### src/rtl/dcache_pkg.sv
// Shared Dcache constants, refill FSM state encoding and line packing helper.
package dcache_pkg;

    localparam int LINE_WORDS = 8;
    localparam int WORD_W     = 32;
    localparam int OFFSET_W   = $clog2(LINE_WORDS) + 2;

    typedef enum logic [1:0] {
        IDLE = 2'd0,
        WB   = 2'd1,
        RD   = 2'd2,
        DONE = 2'd3
    } refill_state_e;

    // Returns the input line with word idx replaced; word i lives at [i*WORD_W +: WORD_W].
    function automatic logic [LINE_WORDS*WORD_W-1:0] line_set_word(
        input logic [LINE_WORDS*WORD_W-1:0] line,
        input int unsigned                  idx,
        input logic [WORD_W-1:0]            word
    );
        logic [LINE_WORDS*WORD_W-1:0] res;
        res = line;
        res[idx*WORD_W +: WORD_W] = word;
        return res;
    endfunction

endpackage

### src/rtl/dcache_line_buf.sv
// Refill line buffer: one synchronous word-write port, whole line readable flat.
module dcache_line_buf #(
    parameter int WORDS  = 8,
    parameter int DATA_W = 32
) (
    input  logic                       clk,
    input  logic                       rst,
    input  logic                       we,
    input  logic [$clog2(WORDS)-1:0]   waddr,
    input  logic [DATA_W-1:0]          wdata,
    output logic [WORDS*DATA_W-1:0]    line
);

    logic [WORDS-1:0][DATA_W-1:0] mem_q, mem_d;

    // Next buffer contents: overwrite the addressed word on a write.
    always_comb begin
        mem_d = mem_q;
        if (we) mem_d[waddr] = wdata;
    end

    // Buffer register; reset clears any partially fetched line.
    always_ff @(posedge clk) begin
        if (rst) mem_q <= '0;
        else     mem_q <= mem_d;
    end

    assign line = mem_q;

endmodule

### src/rtl/dcache_refill_unit.sv
// Dcache miss engine: optional dirty-victim writeback, then word-by-word line fill.
module dcache_refill_unit #(
    parameter int ADDR_W     = 32,
    parameter int DATA_W     = 32,
    parameter int LINE_WORDS = 8
) (
    input  logic                         clk,
    input  logic                         rst,
    input  logic                         miss_req,
    input  logic [ADDR_W-1:0]            miss_addr,
    input  logic                         wb_en,
    input  logic [ADDR_W-1:0]            wb_addr,
    input  logic [LINE_WORDS*DATA_W-1:0] wb_data,
    output logic                         busy,
    output logic                         refill_done,
    output logic [LINE_WORDS*DATA_W-1:0] refill_data,
    output logic                         mem_req,
    output logic                         mem_we,
    output logic [ADDR_W-1:0]            mem_addr,
    output logic [DATA_W-1:0]            mem_wdata,
    input  logic                         mem_ack,
    input  logic [DATA_W-1:0]            mem_rdata
);
    import dcache_pkg::*;

    localparam int CNT_W = $clog2(LINE_WORDS);
    localparam int OFF_W = CNT_W + 2;
    localparam int TAG_W = ADDR_W - OFF_W;

    refill_state_e                  state_q, state_d;
    logic [CNT_W-1:0]               cnt_q, cnt_d;
    logic [TAG_W-1:0]               miss_base_q, miss_base_d;
    logic [TAG_W-1:0]               wb_base_q, wb_base_d;
    logic [LINE_WORDS-1:0][DATA_W-1:0] victim_q, victim_d;
    logic                           last_word;
    logic                           buf_we;

    assign last_word = (cnt_q == CNT_W'(LINE_WORDS - 1));

    // FSM next state, counter, latches and memory-port outputs. Outputs depend
    // only on registered state, so they are stable while waiting for mem_ack.
    always_comb begin
        state_d     = state_q;
        cnt_d       = cnt_q;
        miss_base_d = miss_base_q;
        wb_base_d   = wb_base_q;
        victim_d    = victim_q;
        busy        = (state_q != IDLE);
        refill_done = 1'b0;
        mem_req     = 1'b0;
        mem_we      = 1'b0;
        mem_addr    = '0;
        mem_wdata   = '0;
        buf_we      = 1'b0;
        unique case (state_q)
            IDLE: begin
                if (miss_req) begin
                    miss_base_d = miss_addr[ADDR_W-1:OFF_W];
                    wb_base_d   = wb_addr[ADDR_W-1:OFF_W];
                    victim_d    = wb_data;
                    cnt_d       = '0;
                    state_d     = wb_en ? WB : RD;
                end
            end
            WB: begin
                mem_req   = 1'b1;
                mem_we    = 1'b1;
                // Offset field replaced outright: no carry into tag/index.
                mem_addr  = {wb_base_q, cnt_q, 2'b00};
                mem_wdata = victim_q[cnt_q];
                if (mem_ack) begin
                    cnt_d = cnt_q + CNT_W'(1);
                    if (last_word) state_d = RD;
                end
            end
            RD: begin
                mem_req  = 1'b1;
                mem_addr = {miss_base_q, cnt_q, 2'b00};
                if (mem_ack) begin
                    buf_we = 1'b1;
                    cnt_d  = cnt_q + CNT_W'(1);
                    if (last_word) state_d = DONE;
                end
            end
            DONE: begin
                refill_done = 1'b1;
                state_d     = IDLE;
            end
            default: state_d = IDLE;
        endcase
    end

    // State, counter and latched request registers; reset aborts any burst.
    always_ff @(posedge clk) begin
        if (rst) begin
            state_q     <= IDLE;
            cnt_q       <= '0;
            miss_base_q <= '0;
            wb_base_q   <= '0;
            victim_q    <= '0;
        end else begin
            state_q     <= state_d;
            cnt_q       <= cnt_d;
            miss_base_q <= miss_base_d;
            wb_base_q   <= wb_base_d;
            victim_q    <= victim_d;
        end
    end

    dcache_line_buf #(
        .WORDS  (LINE_WORDS),
        .DATA_W (DATA_W)
    ) u_line_buf (
        .clk   (clk),
        .rst   (rst),
        .we    (buf_we),
        .waddr (cnt_q),
        .wdata (mem_rdata),
        .line  (refill_data)
    );

endmodule

### config.mk
export PLATFORM = sky130hd
export DESIGN_NAME = dcache_refill_unit
export DESIGN_NICKNAME = d
export VERILOG_FILES = /design/src/rtl/dcache_pkg.sv /design/src/rtl/dcache_line_buf.sv /design/src/rtl/dcache_refill_unit.sv
export SDC_FILE = /design/constraint.sdc
export NUM_CORES = 1
export LEC_CHECK = 0
export BUFFER_PORTS_ARGS = -buffer_cell sky130_fd_sc_hd__buf_2
export CORE_AREA = 2 2 267 269
export CTS_CLUSTER_SIZE = 20
export DETAILED_ROUTE_END_ITERATION = 10
export DIE_AREA = 0 0 269 271
export HOLD_SLACK_MARGIN = 0.15
export PLACE_DENSITY_LB_ADDON = 0.3
export REMOVE_ABC_BUFFERS = 1
export SLEW_MARGIN = 10
export SYNTH_ARGS = -nofsm -noshare
export SYNTH_HDL_FRONTEND = slang
export SYNTH_SLANG_ARGS = --single-unit
### constraint.sdc
create_clock -name clk -period 3.05 [get_ports clk]
set_clock_uncertainty 0.05 [all_clocks]
set_input_delay 0.61 -clock clk [delete_from_list [all_inputs] [get_ports clk]]
set_output_delay 0.61 -clock clk [all_outputs]
set_load 0.1 [all_outputs]
==> flow_summary_export.csv, run 1 <==
group,metric,value,unit
layout,layout_common_cells,"nand2_1 (1160), a21oi_1 (627), buf_2 (605)",
pwr,swShare,35.14,%
die,initial_core_util,32.68,%
global_routing,grt_usage,23.29,%
min_path,min_from,"wb_data[97]",
clock_tree,cts_buffers,67,
detailed_routing,dr.pass1.iters,5,
global_routing,grt_max_degree,120,
detailed_routing,wl_per_cell,19.62,um
critical_path,critPathRequiredTime,2.39,ns
timing,fin_crit,2.980,ns
global_routing,use_met3,6.508,%
die,die_y,271,um
timing,finalSetupViolations,0,
clock_tree,path_clk_slew,0.06,ns
min_path,hold_class,"in -> reg",
synth,ys_types,40,
die,rows,97,
pwr,seqPwrFrac,36.5,%
layout,final_common_cell,"nand2_1",
critical_path,rr_endpoint,"u_line_buf.line[85]",
layout,drive_above_1_share,26.74,%
layout,area_growth,35.45,%
global_routing,busiest_layer,"met2",
layout,nets,3896,
clock_tree,cts_tree,"yes",
detailed_routing,drc_errors,0,
critical_path,startpoint_type,"register",
pwr,power_density,766.0,nW/um^2
die,die-area,72900,um^2
critical_path,max_stage_delay,0.41,ns
timing,tightestPinTransition,0.6822,ns
flow_run,max_cap_violations,0,
die,fp.dieW,269,um
outcome,status,"finished, final reports clean",
placement,gp_congestion,0.8210,
clock_tree,cts_max_level,3,
placement,place_hpwl,59.36,mm
die,coreArea,69790,um^2
critical_path,rr_worst_depth,8,
synth,synth_compound_area_share,20.68,%
min_path,hold_end,"victim_q[97]",
synth,synthAdderAreaFrac,0.4389,%
critical_path,worst-path-buf-inv,3,
critical_path,slowest_stage,"dfxtp_4",
critical_path,r2r-start,"state_q[0]",
pwr,fin_total_pwr,23.66,mW
synth,asyncSetResetFlopFracSynth,0,%
synth,ys_seq_elements,571,
critical_path,reg2reg_slack,0.78,ns
timing,post-route-period-util,97.70,%
clock_tree,cts_root_buffer,"clkbuf_16",
synth,synth-simple-area-share,21.58,%
global_routing,grt_pass1_vias,21105,
synth,synthCells,2942,
global_routing,grtUsageMet1,27.62,%
critical_path,cp_max_fo,14,
synth,ys.flop_type,"dfxtp_1",
synth,yosys.area.top_type,"dfxtp_1",
synth,seq_area_frac_synth,50.12,%
min_path,min_delay_path_depth,3,
critical_path,cp_cell_sequence,"buf_8, buf_16, a21bo_4, a222oi_1, nor2_1, o21a_1, buf_12",
critical_path,crit_family,"compound AO/OA/AOI/OAI gates",
placement,port_buffers,668,
pwr,p_sw,8.315,mW
clock_tree,cts_buffer_depth,3,
clock_tree,cts.sinks,571,
pwr,clkPwrFrac,34.8,%
synth,synth_top_area_share,50.12,%
synth,synth_xor_area_share,0,%
critical_path,worstSetupPathType,"reg -> out",
synth,syn_area,22810,um^2
detailed_routing,first_iter_violations,1443,
global_routing,grt.overflow.total,0,
synth,synth.avg_cell_area,7.752,um^2
detailed_routing,viasPerCell,4.923,
global_routing,grtUsageMet2,38.67,%
timing,slew_headroom,54.52,%
pwr,ir_worst_vdd,0.0007450,V
timing,rsz0062_at_grt,"yes",
detailed_routing,postRouteAntennaNets,0,
synth,synth_edf_count,0,
synth,yosysWarnings,0,
timing,fmax,335.6,MHz
detailed_routing,drt-total-wl,88.99,mm
critical_path,critPathArrivalTime,2.32,ns
die,io_pins,681,
synth,synth_top_family_by_area,"simple AND/OR/NAND/NOR gates",
global_routing,grt_pass1_wl,129.6,mm
timing,finalHoldViolCount,0,
critical_path,cp-end-kind,"output pin",
pwr,power.leakage,12.38,nW
synth,synth_area_leaders,"dfxtp_1 (50%), nand2_1 (19%), a21oi_1 (14%)",
timing,finalSetupTns,0,ns
detailed_routing,routed-via-count,22328,
global_routing,antenna_found_initial,26,
clock_tree,clk_latency,0.60,ns
timing,slew_viol_final,0,
pwr,pwr-share-comb,28.7,%
synth,muxShareOfSynthArea,1.141,%
pwr,intPower,15.35,mW
-- tightest hold or removal path, stage by stage --
cell	delay [ns]
buf_2	0.09
nand2_1	0.05
a21oi_1	0.05
-- power by group through the flow --
stage	registers, mW	logic, mW	clock network [mW]
3_5_place_dp	8.79	6.41	0
4_1_cts	8.64	6.72	8.42
5_1_grt	8.72	7.32	8.71
6_report	8.64	6.79	8.23
3_3_place_gp	8.78	6.38	0
2_1_floorplan	8.92	3.34	0
-- stage by stage --
stage | area [um^2] | cells | hold slack (ns) | util, % | worst slack [ns]
floorplan | 21450 | 2668 | 0.3757 | - | -3.204
global placement | 27780 | 4358 | 0.3882 | 39.81 | 0.3595
detailed placement | 27780 | 4358 | 0.3930 | 39.81 | 0.3524
CTS | 30670 | 4514 | 0.1506 | 43.95 | -0.01577
global route | 30890 | 4533 | 0.1670 | 44.26 | -0.02832
finish | 30890 | 4535 | 0.1871 | 44.27 | 0.07004
-- registers in the layout (all words and copies together), names as in the netlist --
register and cells:
wb_base_q 27, victim_q 256, miss_base_q 27, cnt_q 3, u_line_buf.line 256, state_q 2
-- worst max-delay path by stage --
stage                     endpoint        from  cells after the start
global placement     mem_wdata[25]    cnt_q[0]                      6
CTS                  mem_wdata[31]    cnt_q[1]                      7
global route         mem_wdata[31]    cnt_q[1]                      7
finish               mem_wdata[31]    cnt_q[1]                      7
floorplan           miss_base_q[0]  state_q[0]                      5
detailed placement    mem_wdata[4]    cnt_q[0]                      7
-- cell type report --
class | instances | area, um^2
well taps | 940 | 1176
flip-flops and latches | 571 | 11440
multi-input cells | 2093 | 10160
clock inverters | 23 | 272.8
fillers | 7119 | 38890
clock buffers | 98 | 2036
diodes | 12 | 30.03
repair buffers | 794 | 5759
inverters | 4 | 15.01
-- cells by family after synthesis --
| group | after synthesis |
|---|---|
| AND/OR/NAND/NOR | 1251 |
| adder cells (fa/ha/maj) | 8 |
| AO/OA/AOI/OAI | 806 |
| flip-flops | 571 |
| buffers and inverters | 279 |
| other | 1 |
| multiplexers | 26 |
-- layer usage --
layer | up-vias | wire length [um]
met1 | 10374 | 35730
met3 | 214 | 7261
met2 | 810 | 41840
met5 | - | 144
met4 | 26 | 4010
li1 | 10904 | -
-- what timing repair did --
action / CTS / global route
hold buffers: 26 / 0
resized for setup: 38 / 21
pin swaps: 4 / 7
endpoints found under the setup margin: 37 / 48
cloned: 4 / 2
hold endpoints to repair: 26 / 0
buffers inserted: 5 / 7
-- cell usage after synthesis, types with 8 or more instances --
cell type  count
nor2b_1       46
buf_2         90
nor2_1        13
a22oi_1       59
ha_1           8
a21oi_1      627
clkbuf_1     127
a32oi_1       18
o22ai_1       12
a22o_1        12
mux2i_1       26
a21bo_2       19
o21a_1        20
a221oi_2      19
nand2_1     1161
buf_4         47
dfxtp_1      571
No activity file was read; power rests on OpenSTA's default activity.
==> inputs of run 2 (changes only) <==
Settings changed: CORE_AREA 2 2 267 269 to 2 2 306 308, DIE_AREA 0 0 269 271 to 0 0 308 310.
==> flow_summary_export.csv, run 2 (synthesis gave the netlist of run 1 again) <==
group,metric,value,unit
timing,slew_headroom,59.15,%
critical_path,cp_cell_sequence,"buf_8, nor2b_4, buf_6, buf_12, a32oi_1, a21oi_1, o21a_1, buf_12",
die,die_y,310,um
timing,tightestPinTransition,0.6113,ns
pwr,power.leakage,13.48,nW
critical_path,rr_endpoint,"u_line_buf.line[111]",
detailed_routing,viasPerCell,4.620,
critical_path,crit_family,"buffers and inverters",
pwr,ir_worst_vdd,0.0006758,V
clock_tree,cts_root_buffer,"clkbuf_16",
timing,fin_crit,2.976,ns
die,initial_core_util,24.66,%
placement,port_buffers,668,
global_routing,grt.overflow.total,0,
min_path,min_from,"wb_data[62]",
clock_tree,cts_buffer_depth,3,
critical_path,startpoint_type,"register",
placement,gp_congestion,0.7909,
critical_path,worstSetupPathType,"reg -> out",
critical_path,rr_worst_depth,9,
timing,finalSetupViolations,0,
timing,finalHoldViolCount,0,
die,io_pins,681,
timing,fmax,336.0,MHz
flow_run,max_cap_violations,0,
layout,final_common_cell,"nand2_1",
detailed_routing,first_iter_violations,1623,
die,fp.dieW,308,um
detailed_routing,drc_errors,0,
timing,setup_slack,0.07424,ns
clock_tree,clk_latency,0.62,ns
global_routing,antenna_found_initial,21,
die,coreArea,92490,um^2
critical_path,max_stage_delay,0.41,ns
clock_tree,cts_max_level,3,
critical_path,r2r-start,"state_q[0]",
critical_path,critPathRequiredTime,2.39,ns
global_routing,grt_pass1_vias,22022,
detailed_routing,wl_per_cell,18.71,um
global_routing,grt_max_degree,94,
critical_path,worst-path-buf-inv,4,
clock_tree,cts_buffers,68,
die,rows,112,
global_routing,grt_pass1_wl,136.8,mm
timing,post-route-period-util,97.57,%
critical_path,cp_num_cells,8,
die,die-area,95480,um^2
critical_path,slowest_stage,"dfxtp_4",
min_path,hold_class,"in -> reg",
critical_path,reg2reg_slack,0.68,ns
layout,layout_common_cells,"nand2_1 (1160), a21oi_1 (619), buf_2 (605)",
detailed_routing,dr.pass1.iters,5,
critical_path,cp_common_cell,"buf_12",
critical_path,cp-endpoint,"mem_wdata[30]",
clock_tree,cts_tree,"yes",
critical_path,cp-end-kind,"output pin",
detailed_routing,drt-total-wl,94.65,mm
clock_tree,cts.sinks,571,
outcome,status,"finished, final reports clean",
layout,drive_above_1_share,25.88,%
critical_path,critPathArrivalTime,2.32,ns
placement,dpl_worst_slack,0.3306,ns
layout,utilization,36.65,%
critical_path,crit_start,"cnt_q[0]",
timing,finalSetupTns,0,ns
critical_path,cp_max_fo,8,
placement,place_hpwl,63.25,mm
layout,nets,4163,
detailed_routing,postRouteAntennaNets,0,
detailed_routing,routed-via-count,23375,
clock_tree,path_clk_slew,0.06,ns
timing,slew_viol_final,0,
timing,rsz0062_at_grt,"yes",
layout,area_growth,48.63,%
global_routing,grt_usage,18.75,%
pwr,power_density,704.3,nW/um^2
run 2: worst min path at each step:
stage                      endpoint  slack, ns  depth (start not counted)
2_1_floorplan          victim_q[95]       0.38                          2
5_1_grt                victim_q[11]       0.17                          3
3_5_place_dp   u_line_buf.line[113]       0.39                          2
3_3_place_gp   u_line_buf.line[163]       0.39                          2
6_report               victim_q[62]       0.21                          3
4_1_cts                victim_q[65]       0.15                          3
run 2: final cells by class:
type	count	area, um^2
Antenna cell	14	35.03
Clock buffer	102	1979
Clock inverter	19	235.2
Fill cell	9669	58590
Inverter	4	18.77
Multi-Input combinational cell	2093	10260
Sequential cell	571	11440
Tap cell	1197	1498
Timing Repair Buffer	1060	8431
run 2: power by group:
part,switching (mW),internal [mW]
clock network,3.40,4.71
registers,0.443,8.22
logic,4.62,2.49
total,8.46,15.4
run 2: worst reg2reg max path: cells and delay by family (launching register included):
family                   cells  cell delay (ns)
buffers and inverters        4             0.97
AND/OR/NAND/NOR              3             0.53
AO/OA/AOI/OAI                1             0.16
flip-flops                   1             0.35
adder cells (fa/ha/maj)      1             0.23
run 2: stage by stage:
stage          area, um^2  hold slack, ns  total power [mW]  cells
3_5_place_dp        28300          0.3930             15.32   4629
2_1_floorplan       21450          0.3757             12.26   2668
3_3_place_gp        28300          0.3885             15.27   4629
4_1_cts             33560          0.1504             24.05   5036
6_report            33900          0.2089             23.88   5060
5_1_grt             33900          0.1655             25.06   5060
run 2: routing by layer:
metal  vias up  share of wire [%]  GRT usage (%)
met5         -              0.088              0
met4        12                3.3          7.442
met3       180                7.0          4.597
met2       803                 46          30.69
met1     10922                 44          23.66
li1      11458                  -              -
run 2: timing repair:
action,CTS,global route
endpoints found under the hold margin,261,0
endpoints found under the setup margin,62,30
resized for setup,42,32
hold buffers,261,0
setup buffers,23,7
pin swaps,18,28
cloned,2,4
